## config.mk

```make
export PLATFORM = sky130hd
export DESIGN_NAME = mux_scanner_flat
export DESIGN_NICKNAME = d
export VERILOG_FILES = /design/src/rtl/mux_scanner_if.sv /design/src/rtl/mux_scanner.sv /design/src/flat_wrapper.sv
export SDC_FILE = /design/constraint.sdc
export NUM_CORES = 1
export LEC_CHECK = 0
export BUFFER_PORTS_ARGS = -buffer_cell sky130_fd_sc_hd__buf_2
export CORE_MARGIN = 5
export CORE_UTILIZATION = 41
export DETAILED_ROUTE_END_ITERATION = 6
export PLACE_DENSITY = 0.66
export SKIP_LAST_GASP = 1
export SYNTH_ARGS = -nofsm -noshare
export SYNTH_HDL_FRONTEND = slang
export SYNTH_SLANG_ARGS = --single-unit
```

## constraint.sdc

```tcl
create_clock -name CLK -period 1.39 [get_ports CLK]
set_input_delay 0.3475 -clock CLK [delete_from_list [all_inputs] [get_ports CLK]]
set_output_delay 0.3475 -clock CLK [all_outputs]
set_load 0.01 [all_outputs]
```

## src/rtl/mux_scanner_if.sv

```systemverilog
// Sample bus between a mux_scanner and its consumer: data/select/enable
// inputs, mode control and the valid/ready sample handshake.
interface mux_scanner_if #(
    parameter int NCH = 2,
    parameter int NIN = 4,
    parameter int W   = 1
);
    localparam int SELW = $clog2(NIN);

    logic [NCH*NIN*W-1:0] I;
    logic [SELW-1:0]      S;
    logic [NCH-1:0]       EN_N;
    logic                 MODE;
    logic                 Y_READY;
    logic [NCH*W-1:0]     Y;
    logic [SELW-1:0]      Y_SEL;
    logic                 Y_VALID;

    modport master (
        output I, S, EN_N, MODE, Y_READY,
        input  Y, Y_SEL, Y_VALID
    );

    modport slave (
        input  I, S, EN_N, MODE, Y_READY,
        output Y, Y_SEL, Y_VALID
    );
endinterface

```

## src/rtl/mux_scanner.sv

```systemverilog
// Multi-channel registered mux with direct-select and auto-scan modes;
// scan samples are presented on a valid/ready handshake.
module mux_scanner #(
    parameter int NCH   = 2,
    parameter int NIN   = 4,
    parameter int W     = 1,
    parameter int DWELL = 1
) (
    input  logic        CLK,
    input  logic        RST,
    mux_scanner_if.slave bus
);
    localparam int SELW = $clog2(NIN);
    localparam int CW   = $clog2(DWELL + 1);

    typedef enum logic [1:0] {
        ST_DIRECT,
        ST_DWELL,
        ST_PRESENT
    } state_t;

    state_t           state;
    logic [SELW-1:0]  idx;
    logic [CW-1:0]    cnt;
    logic [NCH*W-1:0] y_q;
    logic [SELW-1:0]  sel_q;
    logic             valid_q;

    logic [NCH*W-1:0] cap_s;
    logic [NCH*W-1:0] cap_i;

    // Disabled channels capture zero rather than holding old data.
    always_comb begin
        cap_s = '0;
        cap_i = '0;
        for (int c = 0; c < NCH; c++) begin
            if (!bus.EN_N[c]) begin
                cap_s[c*W +: W] =
                    bus.I[(c*NIN + int'(bus.S))*W +: W];
                cap_i[c*W +: W] =
                    bus.I[(c*NIN + int'(idx))*W +: W];
            end
        end
    end

    always_ff @(posedge CLK or posedge RST) begin
        if (RST) begin
            state   <= ST_DIRECT;
            idx     <= '0;
            cnt     <= '0;
            y_q     <= '0;
            sel_q   <= '0;
            valid_q <= 1'b0;
        end else begin
            unique case (state)
                ST_DIRECT: begin
                    if (bus.MODE) begin
                        valid_q <= 1'b0;
                        idx     <= '0;
                        cnt     <= '0;
                        state   <= ST_DWELL;
                    end else begin
                        y_q     <= cap_s;
                        sel_q   <= bus.S;
                        valid_q <= 1'b1;
                    end
                end
                ST_DWELL: begin
                    if (!bus.MODE) begin
                        y_q     <= cap_s;
                        sel_q   <= bus.S;
                        valid_q <= 1'b1;
                        state   <= ST_DIRECT;
                    end else begin
                        cnt <= cnt + 1'b1;
                        if (cnt == CW'(DWELL - 1)) begin
                            y_q     <= cap_i;
                            sel_q   <= idx;
                            valid_q <= 1'b1;
                            state   <= ST_PRESENT;
                        end
                    end
                end
                ST_PRESENT: begin
                    // Mode change wins over a same-edge accept.
                    if (!bus.MODE) begin
                        y_q     <= cap_s;
                        sel_q   <= bus.S;
                        valid_q <= 1'b1;
                        state   <= ST_DIRECT;
                    end else if (bus.Y_READY) begin
                        valid_q <= 1'b0;
                        cnt     <= '0;
                        idx     <= idx + 1'b1;
                        state   <= ST_DWELL;
                    end
                end
                default: begin
                    state   <= ST_DIRECT;
                    valid_q <= 1'b0;
                end
            endcase
        end
    end

    assign bus.Y       = y_q;
    assign bus.Y_SEL   = sel_q;
    assign bus.Y_VALID = valid_q;
endmodule

```

## src/flat_wrapper.sv

```systemverilog
// flat-port wrapper written by rule: the top's interface ports become plain ports
module mux_scanner_flat 
#(
    parameter int NCH   = 2,
    parameter int NIN   = 4,
    parameter int W     = 1,
    parameter int DWELL = 1
)
  (CLK, RST, bus_I, bus_S, bus_EN_N, bus_MODE, bus_Y_READY, bus_Y, bus_Y_SEL, bus_Y_VALID);
  mux_scanner_if #(.NCH(NCH), .NIN(NIN), .W(W)) bus_i ();
  input  logic CLK;
  input  logic RST;
  input wire logic [$bits(bus_i.I)-1:0] bus_I;
  input wire logic [$bits(bus_i.S)-1:0] bus_S;
  input wire logic [$bits(bus_i.EN_N)-1:0] bus_EN_N;
  input wire logic [$bits(bus_i.MODE)-1:0] bus_MODE;
  input wire logic [$bits(bus_i.Y_READY)-1:0] bus_Y_READY;
  output wire logic [$bits(bus_i.Y)-1:0] bus_Y;
  output wire logic [$bits(bus_i.Y_SEL)-1:0] bus_Y_SEL;
  output wire logic [$bits(bus_i.Y_VALID)-1:0] bus_Y_VALID;
  assign bus_i.I = bus_I;
  assign bus_i.S = bus_S;
  assign bus_i.EN_N = bus_EN_N;
  assign bus_i.MODE = bus_MODE;
  assign bus_i.Y_READY = bus_Y_READY;
  assign bus_Y = bus_i.Y;
  assign bus_Y_SEL = bus_i.Y_SEL;
  assign bus_Y_VALID = bus_i.Y_VALID;
  mux_scanner #(.NCH(NCH), .NIN(NIN), .W(W), .DWELL(DWELL)) u_core (.CLK(CLK), .RST(RST), .bus(bus_i));
endmodule
```

==> Flow_metrics.wiki <==
{| class="wikitable"
! Metric !! Value
|-
| Gate count of the mapped netlist || 69
|-
| Run status || complete, no violations
|-
| Final antenna-violating net count || 0
|-
| First-pass GRT wire length || roughly 2.6 mm
|-
| Synthesis warning total || 0
|-
| Proportion of synthesized flip-flops having asynchronous set or reset || 1.00
|-
| Reg2Reg Launch Point || u_core.state[0]$_DFFE_PP0P_
|-
| Number of enable-type register cells in the synthesized netlist || 0
|-
| Clock Root Buffer || sky130_fd_sc_hd__clkbuf_4
|-
| Area share of the leading cell type in the synthesized netlist || 0.358
|-
| Reg-to-reg slack, setup || 80 ps
|-
| Register bit total from synthesis || 10
|-
| Amount of wire on met3 after detailed routing || between 60 and 70 um
|-
| Leading area contributor after synthesis || sky130_fd_sc_hd__dfrtp_1
|-
| Leftover overflow at the end of global routing || 0
|-
| Vias per Instance || 5.48
|-
| Number of DRC markers in iteration 0 || 11
|-
| Total Routed Length || around 1.7 mm
|-
| Post-route setup slack || between 70 and 80 ps
|-
| Metal-1 WL || roughly 690 um
|-
| Critical setup path kind || reg -> reg
|-
| Largest fanout on the critical path || 6
|-
| Number of nets at the end of the flow || approximately 120
|-
| Tmin final || about 1300 ps
|-
| Via count of the first global-routing pass || between 500 and 600
|-
| Final worst-path cycle share || 0.944
|-
| Post-synthesis cell type count || 29
|-
| Count of hold buffers inserted by post-cts repair || 0
|-
| Summed instance area of the synthesized netlist || roughly 700 um^2
|-
| Number of clock sinks || 10
|-
| Startpoint type of the worst setup path || register
|-
| Overall die width || between 50 and 60 um
|-
| Per-instance average area after synthesis || 10.1 um^2
|-
| Number of cells on the worst reg-to-reg path || 3
|-
| Worst Setup End Kind || register
|-
| Leak pwr || around 0.00042 uW
|-
| Overall global routing resource usage || 0.133
|-
| Hold Violations, Final || 0
|-
| Worst clock skew || about 2.2 ps
|-
| Setup Viol. Count Final || 0
|-
| Setup TNS || 0 ps
|-
| Inserted Diodes || 0
|-
| Drt drc || 0
|-
| Slew margin rel. || 0.733
|-
| Post-Place Worst Slack || -18.8 ps
|-
| Die area || around 2600 um^2
|-
| Total of max-cap violations || 0
|-
| Worst vdd rail ir drop || just over 0.6 mV
|-
| Net count after synthesis || 85
|-
| Capturing element of the worst setup path || u_core.bus.Y_SEL[0]$_DFFE_PP0P_
|-
| Half-perimeter wire length of the detailed placement result || about 1.3 mm
|-
| Count of vias placed by the detailed router || between 600 and 700
|-
| Insertion delay of the later-clocked pin in the worst-skew pair || around 260 ps
|-
| Number of primary I/O pins || 21
|-
| Leading post-synthesis cells by cell area || sky130_fd_sc_hd__dfrtp_1 36%, sky130_fd_sc_hd__mux2_1 6.5%, sky130_fd_sc_hd__mux4_2 6.5%, sky130_fd_sc_hd__o32ai_2 4.7%, sky130_fd_sc_hd__mux2i_1 4.3%
|-
| Starting utilization of the core area || 0.418
|-
| Chip Height || ~51 um
|-
| Antenna violations before repair || 0
|-
| Area Overhead vs Synth || 26.2%
|-
| Worst Hold Margin || slightly above 50 ps
|-
| DRT Pass-1 Iters || 4
|-
| Level count of the clock H-tree || 1
|-
| Largest net degree at the start of global routing || 11
|-
| TritonCTS clock tree || yes
|-
| Overall power after layout || 934 uW
|-
| Final design utilization || 0.527
|-
| Max-slew violations || 0
|-
| Power density relative to cell area || 1060 nW/um^2
|-
| Sequential area share after synthesis || 0.358
|-
| Worst slew pin tran || ~400 ps
|-
| Required time of the critical path || 1540 ps
|-
| Number of buffers created by CTS || 3
|-
| Class of the worst hold path || in -> async
|-
| CP arrival || roughly 1500 ps
|-
| Wirelength per Cell || approximately 15 um
|-
| Top cell types by occurrence after synthesis || 10 x sky130_fd_sc_hd__dfrtp_1, 6 x sky130_fd_sc_hd__nand2_1, 5 x sky130_fd_sc_hd__a21oi_1, 5 x sky130_fd_sc_hd__inv_1
|-
| Met2 wire len || approximately 880 um
|-
| Most frequent cell after synthesis || sky130_fd_sc_hd__dfrtp_1
|-
| Quantity of I/O buffers inserted on ports || 20
|-
| Placer congestion estimate || between 0.7 and 0.8
|-
| Launch point of the critical path || u_core.state[0]$_DFFE_PP0P_
|-
| Maximum achievable frequency || between 700 and 800 MHz
|-
| R2R Path End || u_core.bus.Y_SEL[0]$_DFFE_PP0P_
|-
| CORE AREA || about 1700 um^2
|-
| Unrepaired setup endpoints after global routing || no
|-
| Std cell rows || 15
|-
| Highest routed layer || met4
|-
| CTS max path bufs || 2
|-
| Clock-pin slew on the worst setup and hold paths || roughly 70 ps
|-
| Share of layout cells above drive strength 1 || 0.443
|-
| Prevailing post-synth register cell || sky130_fd_sc_hd__dfrtp_1
|}
-- critical path: stages, from the launching register on --
cell,delay [ps]
sky130_fd_sc_hd__dfrtp_2,440
sky130_fd_sc_hd__nand2_1,120
sky130_fd_sc_hd__mux2_1,360
sky130_fd_sc_hd__mux2_2,270
-- metrics by stage --
stage	cell area [um^2]	std cells
2_1_floorplan	698	69
3_3_place_gp	856	111
3_5_place_dp	856	111
4_1_cts	878	114
5_1_grt	881	114
6_report	881	114
-- cell type report --
| type | count | area, um^2 |
|---|---|---|
| tap | 17 | 21.3 |
| sequential | 10 | 253 |
| timing repair buffer | 29 | 168 |
| clock buffer | 3 | 22.5 |
| fill | 163 | 790 |
| inverter | 6 | 22.5 |
| multi-input combinational | 49 | 394 |
-- per-layer routing --
metal | vias up | track usage
li1 | 311 | -
met1 | 295 | 0.153
met2 | 15 | 0.227
met3 | 4 | 0.0321
met4 | 0 | 0.0655
met5 | - | 0
-- power by group --
group          total (uW)  internal, uW  switching [uW]
Clock                 201           100             100
Combinational         355           187             169
Sequential            378           343            35.5
-- timing repair --
action / 4_1_cts / 5_1_grt
gates resized for setup: 0 / 2
setup endpoints to repair: 0 / 2
buffers inserted: 0 / 0
-- sequential cells by signal (all words and copies together), names as in the netlist --
signal and flops:
u_core.bus.Y 2, u_core.bus.Y_SEL 2, u_core.idx 2, u_core.state 2, u_core.bus.Y_VALID 1, u_core.cnt 1
-- layout by cell type, fill, tap and decap left out, types with 2 or more instances in the layout --
master / instances
sky130_fd_sc_hd__buf_2: 20
sky130_fd_sc_hd__buf_4: 9
sky130_fd_sc_hd__dfrtp_1: 8
sky130_fd_sc_hd__nand2_1: 6
sky130_fd_sc_hd__inv_1: 5
sky130_fd_sc_hd__a21oi_1: 5
sky130_fd_sc_hd__nor2_1: 4
sky130_fd_sc_hd__mux2_1: 4
sky130_fd_sc_hd__nand2b_1: 3
sky130_fd_sc_hd__mux2i_1: 3
sky130_fd_sc_hd__clkbuf_4: 3
sky130_fd_sc_hd__nor2b_1: 2
sky130_fd_sc_hd__nor3b_1: 2
sky130_fd_sc_hd__mux2_2: 2
sky130_fd_sc_hd__mux4_2: 2
sky130_fd_sc_hd__o221ai_1: 2
sky130_fd_sc_hd__o32ai_2: 2
sky130_fd_sc_hd__o21ai_1: 2
sky130_fd_sc_hd__dfrtp_2: 2
-- worst min-delay path by stage --
stage / from / endpoint / slack (ps) / depth (start not counted)
4_1_cts: RST / u_core.bus.Y_SEL[0]$_DFFE_PP0P_ / 60 / 2
3_3_place_gp: RST / u_core.bus.Y_SEL[0]$_DFFE_PP0P_ / 350 / 2
2_1_floorplan: RST / u_core.bus.Y[0]$_DFFE_PP0P_ / 190 / 1
6_report: RST / u_core.bus.Y[1]$_DFFE_PP0P_ / 50 / 2
3_5_place_dp: RST / u_core.bus.Y[1]$_DFFE_PP0P_ / 340 / 2
5_1_grt: RST / u_core.bus.Y[1]$_DFFE_PP0P_ / 80 / 2
-- logic make-up after synthesis --
group                  Yosys count  synth area share
muxes                           11             0.204
and+or+nand+nor                 20             0.145
buffers and inverters           10            0.0770
AOI/OAI and AO/OA               18             0.215
DFF                             10             0.358
Note: power is estimated with default switching activity, not from simulation.
